`src/rtl/fifo_flow.sv`:
```
// Synchronous 8-deep FIFO with registered read data and count-decoded flow-control flags.
// Optional sticky overflow/underflow flag compiled in with FIFO_FLOW_ERR_EN.
module fifo_flow #(
    parameter int DATA_WIDTH = 12,
    parameter int ADDR_WIDTH = 3,
    parameter int AF_THRESH  = 6,
    parameter int AE_THRESH  = 1
) (
    input  logic                  clk,
    input  logic                  reset,
    input  logic                  push,
    input  logic [DATA_WIDTH-1:0] data_in,
    input  logic                  pop,
    output logic [DATA_WIDTH-1:0] data_out,
    output logic [ADDR_WIDTH:0]   count,
    output logic                  empty,
    output logic                  full,
    output logic                  almost_full,
    output logic                  almost_empty,
    output logic                  error
);

    localparam int DEPTH = 1 << ADDR_WIDTH;
    localparam int CW    = ADDR_WIDTH + 1;

    logic [DATA_WIDTH-1:0] mem [DEPTH];
    logic [ADDR_WIDTH-1:0] wr_ptr;
    logic [ADDR_WIDTH-1:0] rd_ptr;
    logic                  push_ok;
    logic                  pop_ok;

    // Handshake: push/pop are requests held for one cycle; a request takes effect only
    // when the FIFO can serve it (push needs ~full, pop needs ~empty), else it is dropped.
    assign push_ok = push & ~full;
    assign pop_ok  = pop & ~empty;

    assign empty        = (count == '0);
    assign full         = (count == CW'(DEPTH));
    assign almost_full  = (count >= CW'(AF_THRESH));
    assign almost_empty = (count <= CW'(AE_THRESH));

    // Storage is deliberately not reset.
    always_ff @(posedge clk) begin
        if (!reset && push_ok) begin
            mem[wr_ptr] <= data_in;
        end
    end

    always_ff @(posedge clk) begin
        if (reset) begin
            wr_ptr   <= '0;
            rd_ptr   <= '0;
            count    <= '0;
            data_out <= '0;
        end else begin
            if (push_ok) begin
                wr_ptr <= wr_ptr + ADDR_WIDTH'(1);
            end
            if (pop_ok) begin
                rd_ptr   <= rd_ptr + ADDR_WIDTH'(1);
                data_out <= mem[rd_ptr];
            end
            if (push_ok && !pop_ok) begin
                count <= count + CW'(1);
            end else if (pop_ok && !push_ok) begin
                count <= count - CW'(1);
            end
        end
    end

`ifdef FIFO_FLOW_ERR_EN
    logic err_q;

    // A simultaneous push+pop at a boundary is a legal exchange, not a fault.
    always_ff @(posedge clk) begin
        if (reset) begin
            err_q <= 1'b0;
        end else if ((push & full & ~pop) | (pop & empty & ~push)) begin
            err_q <= 1'b1;
        end
    end

    assign error = err_q;
`else
    assign error = 1'b0;
`endif

endmodule
```
`config.mk`:
```
export PLATFORM = sky130hd
export DESIGN_NAME = fifo_flow
export DESIGN_NICKNAME = d
export VERILOG_FILES = /design/src/rtl/fifo_flow.sv
export SDC_FILE = /design/constraint.sdc
export NUM_CORES = 1
export LEC_CHECK = 0
export CORE_AREA = 2 2 105 107
export CTS_CLUSTER_SIZE = 20
export DETAILED_ROUTE_END_ITERATION = 10
export DIE_AREA = 0 0 107 109
export GPL_TIMING_DRIVEN = 1
export PLACE_DENSITY_LB_ADDON = 0.2
export SLEW_MARGIN = 20
export SYNTH_ARGS = -nofsm -noshare
export SYNTH_HDL_FRONTEND = slang
export SYNTH_SLANG_ARGS = --single-unit
```
`constraint.sdc`:
```
create_clock -name clk -period 2.6 [get_ports clk]
set_input_delay 0.65 -clock clk [delete_from_list [all_inputs] [get_ports clk]]
set_output_delay 0.65 -clock clk [all_outputs]
set_load 0.05 [all_outputs]
```
==> metrics.md <==
| Metric | Value |
|---|---|
| Status | finished clean |
| Congestion Overflow GR | 0 |
| Max Transition Viols Final | 0 |
| Ratio of cells with drive above 1 in the final layout | 17.8% |
| Number of global-route vias before repair | 2592 |
| Met1 Use GR | 20.8% |
| Hold Crit Class | reg2reg |
| Max Clock Freq | 403 MHz |
| Global routing's busiest layer | met2 |
| Syn_nets | 314 |
| CP endpoint kind | output pin |
| PD cells | 1080 nW/µm² |
| Clock share of power | 35.6% |
| Worst Hold Launch | data_out[6]$_SDFFE_PP0P_ |
| Cell Rows | 38 |
| Leakage | 1.99 nW |
| CP Cell Sequence | inv_1 > ha_2 > or3b_4 > inv_1 > buf_12 |
| Via count of the routed design | 2611 |
| CP arrival | 1830 ps |
| Core ar. | 10600 µm² |
| CTS Hold Buffers Added | 0 |
| Slew margin rel. | 47.2% |
| TritonCTS Buffers | 17 |
| Number of distinct library cells after synthesis | 33 |
| WS Path Type | reg2out |
| DR DRC count | 0 |
| Final instance area | 5830 µm² |
| MaxCap Viol Count | 0 |
| Sequential share of the synthesized area | 71.1% |
| # nets final | 370 |
| Required time worst endpoint | 1950 ps |
| P&R area growth vs syn | 24.8% |
| Placed Area | 5250 µm² |
| Asr flop ratio synth | 0% |
| Endpoints failing hold | 0 |
| Post-Synthesis Cells | 291 |
| Hold endpoint | data_out[6]$_SDFFE_PP0P_ |
| Diode count | 0 |
| Int Pwr | 4.40 mW |
| First-pass GRT wire length | 14100 µm |
| Root buffer cell | clkbuf_8 |
| Clk_lat worst skew | 510 ps |
| Worst-Margin Slew | 793 ps |
| Clk_skew | 5.81 ps |
| Critical Path Max Stage Delay | 430 ps |
| Reg2Reg Depth | 9 |
| DRT antenna net count | 0 |
| Final Cycle Share | 95.4% |
| Crit path top cell by count | inv_1 |
| Chip height | 109 µm |
| Final WL | 9070 µm |
| RSZ-0062 raised after global routing | false |
| Area of the mapped netlist | 4670 µm² |
| Die X | 107 µm |
| Hpwl dp | 5290 µm |
| H-tree level count | 4 |
| Setup Buffers After CTS | 0 |
| Synth Flop Type | edfxtp_1 |
| Sequential share of power | 36.5% |
| Largest net degree at the start of global routing | 29 |
| Die Area | 11700 µm² |
| GR Util met2 | 27.8% |
| Worst setup SP type | flip-flop |
| CTS tree | yes |
| Wirelength per Cell | 18.1 µm |
| Vias per inst | 5.22 |
| Initial Utilization | 44.1% |
| Setup Viol. Count Final | 0 |
| Reg-to-reg endpoint | count[3]$_SDFFE_PP0P_ |
| R2R Setup Slk | 540 ps |
| Fin Setup TNS | 0 ps |
| Minimum clock period | 2480 ps |
| CTS max path bufs | 2 |
| Global-route usage over all layers | 16.8% |
| Dpl cells | 468 |
| Met3 usage | 4.78% |
| Final std cells w/o fill | 500 |
| CP max FO | 7 |
| Clk slew on worst S/H paths | 60 ps |
| Gpl congestion | 0.776 |
| Worst vdd ir | 0.000633 V |
| Initial DRC count | 203 |
| Port Buf Inserts | 35 |
| Switching Power | 1.92 mW |
| # clock sinks | 118 |
| Slowest-stage cell, CP | or3b_4 |
| Critical R2R Launch | count[0]$_SDFFE_PP0P_ |
| I/O pin cnt | 37 |
| DRT Pass-1 Iters | 4 |
| Post-synth EDFFs | 96 |
| Hold Path Depth | 1 |
| FF+latch count, synth | 118 |
| Comb pwr share | 27.9% |
| Synth Area per Inst | 16.1 µm² |
| Final Total Pwr | 6.32 mW |
| Synthesis Warnings | 0 |
| Sw Share | 30.4% |
| Initial antenna violation count | 0 |
## final cells by class
cell class / count / area (µm²)
sequential: 118 / 3330
clock buffer: 21 / 449
timing repair buffer: 52 / 475
inverter: 5 / 18.8
fill: 831 / 4770
clock inverter: 11 / 130
tap: 140 / 175
multi-input combinational: 153 / 1250
## kinds of logic (layout without fill, tap and decap cells)
| kind of cell | Yosys count | after routing | synth area share, % |
|---|---|---|---|
| mux | 49 | 49 | 10.5 |
| simple gates | 45 | 45 | 5.01 |
| flops | 118 | 118 | 71.1 |
| other cells | 1 | 1 | 0.0803 |
| xor+xnor | 7 | 7 | 1.31 |
| buf+inv | 20 | 89 | 2.63 |
| compound gates | 44 | 44 | 7.45 |
| fa+ha+maj | 7 | 7 | 1.88 |
## sequential cells by signal, summed over array words and instances (netlist names)
signal	cells
mem	96
data_out	12
count	4
rd_ptr	3
wr_ptr	3
## metrics by stage
step	hold slack [ps]	util, %	setup WS [ps]
floorplan	477	-	-79.9
global placement	451	49.6	250
detailed placement	453	49.6	237
CTS	466	55.0	9.70
global route	488	55.0	20.8
finish	461	55.0	120
## cell usage in the layout, fill, tap and decap left out, drive strengths merged, types with 5 or more instances in the layout
master / count
clkdlybuf4s50: 31
a32o: 12
a21oi: 6
mux2i: 49
nand2: 8
inv: 5
buf: 19
clkinv: 7
edfxtp: 96
a22oi: 24
xor2: 5
dfxtp: 22
ha: 7
nor3: 5
clkbuf: 23
nor2: 17
## power by group through the flow
stage,logic (mW),clock network (mW),registers (mW)
2_1_floorplan,1.03,0,2.61
3_3_place_gp,1.77,0,2.34
3_5_place_dp,1.79,0,2.34
4_1_cts,1.78,2.28,2.30
5_1_grt,1.88,2.37,2.33
6_report,1.76,2.25,2.31
## synthesized netlist by cell type, types with 3 or more instances
master    count  area (µm²)
a21oi_1       4        20.0
a22oi_1      24         180
a32o_1       12         120
buf_4         4        30.0
buf_6         4        45.0
clkbuf_1      5        18.8
dfxtp_1      22         440
edfxtp_1     96        2880
ha_1          7        87.6
inv_1         4        15.0
mux2i_1      49         490
nand2_1       7        26.3
nand3_1       3        15.0
nor2_1       16        60.1
nor3_1        5        25.0
xor2_1        5        43.8
## worst max-delay path: cells and delay by family (launching register included)
| kind | cells | cell delay, ps |
|---|---|---|
| DFF | 1 | 350 |
| buffers and inverters | 3 | 350 |
| and+or+nand+nor | 1 | 430 |
| adders and majority gates | 1 | 200 |
## repair_timing
item,CTS,global route
endpoints found under the setup margin,2,3
pin swaps,0,0
resized for setup,2,7
## worst max path at each step
stage / startpoint / end / slack, ps / cells after the start
final: count[0]$_SDFFE_PP0P_ / empty / 120 / 5
after global routing: count[0]$_SDFFE_PP0P_ / empty / 20 / 5
after CTS: count[0]$_SDFFE_PP0P_ / almost_empty / 10 / 5
after detailed placement: pop / count[3]$_SDFFE_PP0P_ / 240 / 7
after global placement: pop / count[3]$_SDFFE_PP0P_ / 250 / 7
after floorplan: count[0]$_SDFFE_PP0P_ / mem[0][0]$_DFFE_PP_ / -80 / 5
## routing by layer
layer / wire (µm) / part of all wire [%] / vias to the layer above
li1: - / - / 1240
met1: 4120 / 45 / 1308
met2: 4520 / 50 / 49
met3: 288 / 3.2 / 14
met4: 151 / 1.7 / 0
met5: 0 / 0 / -
Note: power is estimated with default switching activity, not from simulation.
